**src/rtl/fp_add_arbiter.sv**
```systemverilog
// Round-robin arbiter sharing one FP adder among NUM_REQ requesters, one op in flight.
// Grant in IDLE, ADD_LATENCY EXEC cycles, then result held in RESP until rsp_ready.
module fp_add_arbiter #(
   parameter int NUM_REQ     = 4,
   parameter int ADD_LATENCY = 1,
   parameter int ID_W        = $clog2(NUM_REQ)
) (
   input  logic                   clk,
   input  logic                   reset,
   input  logic [NUM_REQ-1:0]     req_valid,
   output logic [NUM_REQ-1:0]     req_ready,
   input  logic [NUM_REQ*32-1:0]  req_a,
   input  logic [NUM_REQ*32-1:0]  req_b,
   output logic [31:0]            add_a,
   output logic [31:0]            add_b,
   output logic                   add_start,
   input  logic [31:0]            add_result,
   output logic                   rsp_valid,
   input  logic                   rsp_ready,
   output logic [ID_W-1:0]        rsp_id,
   output logic [31:0]            rsp_result,
   output logic                   busy
);

   typedef enum logic [1:0] {
      IDLE = 2'd0,
      EXEC = 2'd1,
      RESP = 2'd2
   } state_t;

   state_t          state_q, state_d;
   logic [3:0]      cnt_q, cnt_d;
   logic [ID_W-1:0] last_grant_q, last_grant_d;
   logic [ID_W-1:0] op_id_q, op_id_d;
   logic [ID_W-1:0] rsp_id_q, rsp_id_d;
   logic [31:0]     op_a_q, op_a_d;
   logic [31:0]     op_b_q, op_b_d;
   logic [31:0]     rsp_result_q, rsp_result_d;

   logic [ID_W-1:0] cand;
   logic [ID_W-1:0] grant_idx;
   logic            grant_found;
   logic            transfer;

   // Search starts just after the last winner so every requester gets a turn.
   always_comb begin
      grant_found = 1'b0;
      grant_idx   = '0;
      cand        = '0;
      for (int k = 1; k <= NUM_REQ; k++) begin
         cand = ID_W'((int'(last_grant_q) + k) % NUM_REQ);
         if (!grant_found && req_valid[cand]) begin
            grant_found = 1'b1;
            grant_idx   = cand;
         end
      end
   end

   always_comb begin
      state_d      = state_q;
      cnt_d        = cnt_q;
      last_grant_d = last_grant_q;
      op_id_d      = op_id_q;
      op_a_d       = op_a_q;
      op_b_d       = op_b_q;
      rsp_id_d     = rsp_id_q;
      rsp_result_d = rsp_result_q;
      req_ready    = '0;
      add_start    = 1'b0;
      transfer     = 1'b0;

      case (state_q)
         IDLE: begin
            if (grant_found && !reset) begin
               req_ready = NUM_REQ'(1) << grant_idx;
            end
            transfer = |(req_valid & req_ready);
            if (transfer) begin
               op_a_d       = req_a[32*int'(grant_idx) +: 32];
               op_b_d       = req_b[32*int'(grant_idx) +: 32];
               op_id_d      = grant_idx;
               last_grant_d = grant_idx;
               cnt_d        = 4'(ADD_LATENCY);
               state_d      = EXEC;
            end
         end
         EXEC: begin
            add_start = (cnt_q == 4'(ADD_LATENCY));
            cnt_d     = cnt_q - 4'd1;
            // Only the final EXEC cycle carries a valid adder result.
            if (cnt_q == 4'd1) begin
               rsp_result_d = add_result;
               rsp_id_d     = op_id_q;
               state_d      = RESP;
            end
         end
         RESP: begin
            if (rsp_ready) begin
               state_d = IDLE;
            end
         end
         default: begin
            state_d = IDLE;
         end
      endcase
   end

   always_ff @(posedge clk or posedge reset) begin
      if (reset) begin
         state_q      <= IDLE;
         cnt_q        <= '0;
         last_grant_q <= ID_W'(NUM_REQ - 1);
         op_id_q      <= '0;
         op_a_q       <= '0;
         op_b_q       <= '0;
         rsp_id_q     <= '0;
         rsp_result_q <= '0;
      end else begin
         state_q      <= state_d;
         cnt_q        <= cnt_d;
         last_grant_q <= last_grant_d;
         op_id_q      <= op_id_d;
         op_a_q       <= op_a_d;
         op_b_q       <= op_b_d;
         rsp_id_q     <= rsp_id_d;
         rsp_result_q <= rsp_result_d;
      end
   end

   assign add_a      = op_a_q;
   assign add_b      = op_b_q;
   assign rsp_valid  = (state_q == RESP);
   assign rsp_id     = rsp_id_q;
   assign rsp_result = rsp_result_q;
   assign busy       = (state_q != IDLE);

endmodule

```
**config.mk**
```make
export PLATFORM = sky130hd
export DESIGN_NAME = fp_add_arbiter
export DESIGN_NICKNAME = d
export VERILOG_FILES = /design/src/rtl/fp_add_arbiter.sv
export SDC_FILE = /design/constraint.sdc
export NUM_CORES = 1
export LEC_CHECK = 0
export CAP_MARGIN = 30
export CORE_AREA = 10 10 146 148
export CTS_BUF_LIST = sky130_fd_sc_hd__clkbuf_8
export DETAILED_ROUTE_END_ITERATION = 7
export DIE_AREA = 0 0 156 158
export GPL_ROUTABILITY_DRIVEN = 0
export PLACE_DENSITY = 0.78
export SLEW_MARGIN = 20
export SYNTH_ARGS = -nofsm -noshare
export SYNTH_HDL_FRONTEND = slang
export SYNTH_SLANG_ARGS = --single-unit
```
**constraint.sdc**
```tcl
create_clock -name clk -period 4.5 [get_ports clk]
set_clock_uncertainty 0.15 [all_clocks]
set_input_delay 0.9 -clock clk [delete_from_list [all_inputs] [get_ports clk]]
set_output_delay 0.9 -clock clk [all_outputs]
set_load 0.05 [all_outputs]
```
After elaboration in Yosys (flattened, before gate mapping)
Index checks and enable logic that the tools add are counted.
Word-level totals
  register bits after elaboration: 108
  logic and storage cells: 69
Operators by class
  add/sub/neg operators: 5
  order comparisons: 4
  eq/ne operators: 6
  shifts and indexed selects: 3
  muxes and demuxes: 26
  bitwise gates (word level): 1
  reductions and logical operators: 16
Operators by type and width (number)
  variable part select 128 x 8 -> 32 bit: 2
  two-way mux 4 bit: 4
  two-way mux 2 bit: 7
  < comparator 2 x 3 -> 1 bit (second input constant): 4
  two-way mux 1 bit: 9
  binary-select mux 1 bit (select 2 bit): 4
  one-hot mux 4 bit (2 select lines): 1
  one-hot mux 2 bit (3 select lines): 1
  AND reduction 2 bit: 3
  adder 2 x 1 -> 2 bit (second input constant): 2
  adder 2 bit (second input constant): 2
  AND 4 bit: 1
  equality test 4 x 1 -> 1 bit (second input constant): 1
  logical AND 1 bit: 4
  logical NOT 1 bit: 4
  != test 2 bit (second input constant): 2
  nonzero test 2 bit: 2
  OR reduction 4 bit: 1
  left shift 1 x 2 -> 4 bit (first input constant): 1
  subtractor 4 x 1 -> 4 bit (second input constant): 1
  AND reduction 3 bit: 1
  equality test 2 x 1 -> 1 bit (second input constant): 1
  equality test 2 bit (second input constant): 1
  logical NOT 2 bit: 1
  != test 2 x 1 -> 1 bit (second input constant): 1

Longest topological paths before layout
  word-level depth: 20
  mapped depth: 8

Worst setup path before layout
No wires, ideal clock.
  path kind: input-to-output
  from: input port req_valid[3]
  to: output port req_ready[3]
  arrival: 2.923 ns
  data required time: 3.450 ns
  setup slack: 0.527 ns
  stages on the path: 7
  path buffers: 3
  cell sequence: or2b_1 > o22ai_2 > a21oi_4 > buf_6 > buf_6 > buf_4 > nor3_1
On the way
  word-level cells in the longest chain between the ends: 16
  elaborated cells on any way between the ends: 27
  classes of those cells: shift: 1; mux: 19; reduce/logical: 7
Ends and longest elaborated chain
  from (decl): RTL line 10  | input logic [NUM_REQ-1:0] req_valid,
  binary-select mux 1 bit (select 2 bit): RTL line 52  | if (!grant_found && req_valid[cand]) begin
  two-way mux 1 bit (not written as such): RTL line 52
  two-way mux 1 bit: RTL line 52
  logical NOT 1 bit: RTL line 52
  logical AND 1 bit: RTL line 52
  two-way mux 1 bit: RTL line 52
  logical NOT 1 bit: RTL line 52
  logical AND 1 bit: RTL line 52
  two-way mux 1 bit: RTL line 52
  logical NOT 1 bit: RTL line 52
  logical AND 1 bit: RTL line 52
  two-way mux 2 bit / two-way mux 1 bit (equally long branches): RTL line 52
  left shift 1 x 2 -> 4 bit / logical AND 1 bit (equally long branches): RTL line 75, 74
  two-way mux 4 bit *: RTL line 74  | if (grant_found && !reset) begin
  two-way mux 4 bit * (2 in series): RTL line 72  | case (state_q)
  to (decl): RTL line 11  | output logic [NUM_REQ-1:0] req_ready,
Mark *: on every way between the ends. The rest lies on a longest branch, timed or not. The select of a mux whose other input is x is not followed.

Worst setup path in the final report
  from: input port req_valid[3]
  to: output port req_ready[0]
The elaborated chain is that of the path after synthesis.

==> flow_summary.ini <==
[outcome]
status = finished clean

[timing]
holdWs_ns = 0.332
max_slew_margin_pct = 45.9
report.final.slew_viol_count = 0
fmax_ghz = 0.279
tns_ns = 0
rsz0062_at_grt = no
period_minus_slack_ns = 3.58
max_slew.worst_pin.slew_ns = 0.812
hold_viol_final = 0
setup_viol = 0
min_period_over_period_pct = 79.6

[clocking]
cts-buffers-inserted = 9
path_clk_slew_ns = 0.11
clockBufferDepth = 2
clock_sinks = 108
postCtsSetupRepairBufs = 0
clock_latency_ns = 0.37
cts_tree = yes
cts-root-buf = clkbuf_8
htree_levels = 3
cts_hold_buffers = 0
cts_resized = 0

[power]
leakagePower_nw = 4.50
powerDensity_nw_per_um2 = 656
ir_worst_vdd_uv = 320

[finish]
syn2layout_area_growth_pct = 64.6
drive_gt1_share_pct = 14.3
ff_latch_area_sq_um = 2710
multi_input_area_sq_um = 3570
diodes = 0
post_layout_nonfiller_instances = 1246
nets = 1304
nFillCells = 1595

[drt]
drtAntennaViolNets = 0
wl_mm = 26.8
dr.pass1.iters = 7
drt_iter0_markers = 354
num_vias = 6529
wl_per_cell_um = 21.5
drc = 0
viasPerCell = 5.24

[hold_path]
min_to = rsp_result[4]$_DFFE_PP0P_
min_from = rsp_result[4]$_DFFE_PP0P_
min_path_type = reg2reg
hold_depth = 2

[die]
rows = 50
die_y_um = 158
core_sq_um = 18500
die_area_sq_um = 24600
initial_core_util_pct = 36.1
die_w_um = 156
io-pin-count = 400

[critical_path]
regToRegStartpoint = last_grant_q[1]$_DFFE_PP1P_
timing.reg2reg.setup_slack_ns = 1.70
worstSetupPathType = in2out
worst_setup_path_start_kind = input port
r2r-end = add_b[4]$_DFFE_PP0P_
end_kind = output pin
worst_ep_arrival_time_ns = 2.53
cp-startpoint = req_valid[3]
worstPathRequired_ns = 3.45
crit_fanout = 5
reg2reg_depth = 6

[yosys]
yosysWarnings = 0
netlist.area_leader.share_pct = 39.8
synth-seq-cells = 108
synth_nets = 945
yosysMostFrequentCell = dfrtp_1
ys_seq_area_share_pct = 40.6
synth_cell_types = 39
syn_area_per_cell_sq_um = 10.3
async_flop_share_pct = 100
synthTopCellsByArea = dfrtp_1 (40%), mux2_2 (9.8%), mux2i_1 (9.8%)
synth_commonest_cells = dfrtp_1 (106), nand2_1 (105), nand3_1 (90)
syn_area_sq_um = 6670
syn_inst = 648
synth_edf_count = 0
synth_largest_area_cell = dfrtp_1
synthFlopType = dfrtp_1

[global_routing]
antenna_found_initial = 0
grt_pass1_wl_mm = 38.9
overflow = 0
grt_pass1_vias = 6638
grt.total_usage_pct = 20.3
grt_max_degree = 129

[place]
numPortBuffers = 399
placed_cells = 1229
dp.final_hpwl_mm = 20.9

[run]
drv_cap = 0
-- stage by stage --
step                      total power, mW  instance area [sq um]  setup slack, ns  utilization (%)
after global routing                 7.58                  11000            0.788             59.5
final                                7.20                  11000            0.919             59.5
after CTS                            7.27                  11000            0.905             59.3
after floorplan                      5.02                   6670            0.527                -
after detailed placement             6.61                  10700            0.905             58.2
after global placement               6.55                  10700            0.940             58.2
-- cell type report --
| class | instances | area share (%) |
|---|---|---|
| clock buffers | 10 | 1.25 |
| clock inverters | 6 | 0.638 |
| inverters | 7 | 0.262 |
| multi-input cells | 470 | 32.5 |
| flip-flops and latches | 108 | 24.6 |
| well taps | 234 | 2.67 |
| repair buffers | 411 | 38.1 |
-- worst max-delay path, cell delays in order --
cell             delay, ns
clkdlybuf4s50_1       0.46
and3b_2               0.24
o31ai_4               0.40
nand2_1               0.13
nor2_1                0.23
buf_12                0.17
-- logic make-up (layout without fill, tap and decap cells) --
logic type	count (synthesis)	after routing	synth area share [%]
and+or+nand+nor	259	259	20.8
DFF	108	108	40.6
muxes	129	129	20.6
xor gates and xnor gates	1	1	0.131
buffers and inverters	70	434	6.25
adders and majority gates	2	2	0.375
AOI/OAI and AO/OA	79	79	11.3
-- where the power goes --
| part | internal [mW] | total (mW) | switching (mW) |
|---|---|---|---|
| sequential | 1.45 | 1.73 | 0.283 |
| combinational | 1.81 | 4.83 | 3.02 |
| clock | 0.279 | 0.638 | 0.359 |
-- placed cells by master, fill, tap and decap left out, types with 2 or more instances in the layout --
master / count
mux2_2: 58
ha_1: 2
clkdlybuf4s50_1: 394
nor2b_1: 3
nand3_2: 40
a21o_1: 2
a21oi_1: 4
o21ai_0: 4
mux2i_1: 65
buf_12: 7
mux2_1: 6
dfstp_2: 2
nand2_1: 105
inv_6: 2
nand2b_1: 2
dfrtp_1: 106
a221o_1: 64
or2_2: 2
nor3_1: 4
nor2_1: 5
buf_4: 9
clkbuf_8: 10
inv_1: 6
nand3_1: 90
-- sequential cells by signal, indices dropped and copies added (netlist names) --
name and count:
add_b 32, add_a 32, state_q 2, op_id_q 2, cnt_q 4, last_grant_q 2, rsp_result 32, rsp_id 2
-- per-layer routing --
layer	up-vias	global-route usage [%]	part of all wire [%]	routed length (um)
met5	-	0	0	0
met4	0	5.53	1.4	378
met3	18	8.17	10	2810
met2	297	35.4	50	13500
met1	3118	22.4	38	10100
li1	3096	-	-	-
-- worst max-delay path by stage --
stage	endpoint	slack, ns	cells past startpoint
finish	req_ready[0]	0.92	6
global route	req_ready[0]	0.79	6
CTS	req_ready[0]	0.91	6
detailed placement	req_ready[1]	0.91	6
global placement	req_ready[0]	0.94	6
floorplan	req_ready[3]	0.53	7
(Power assumes the default switching activity.)
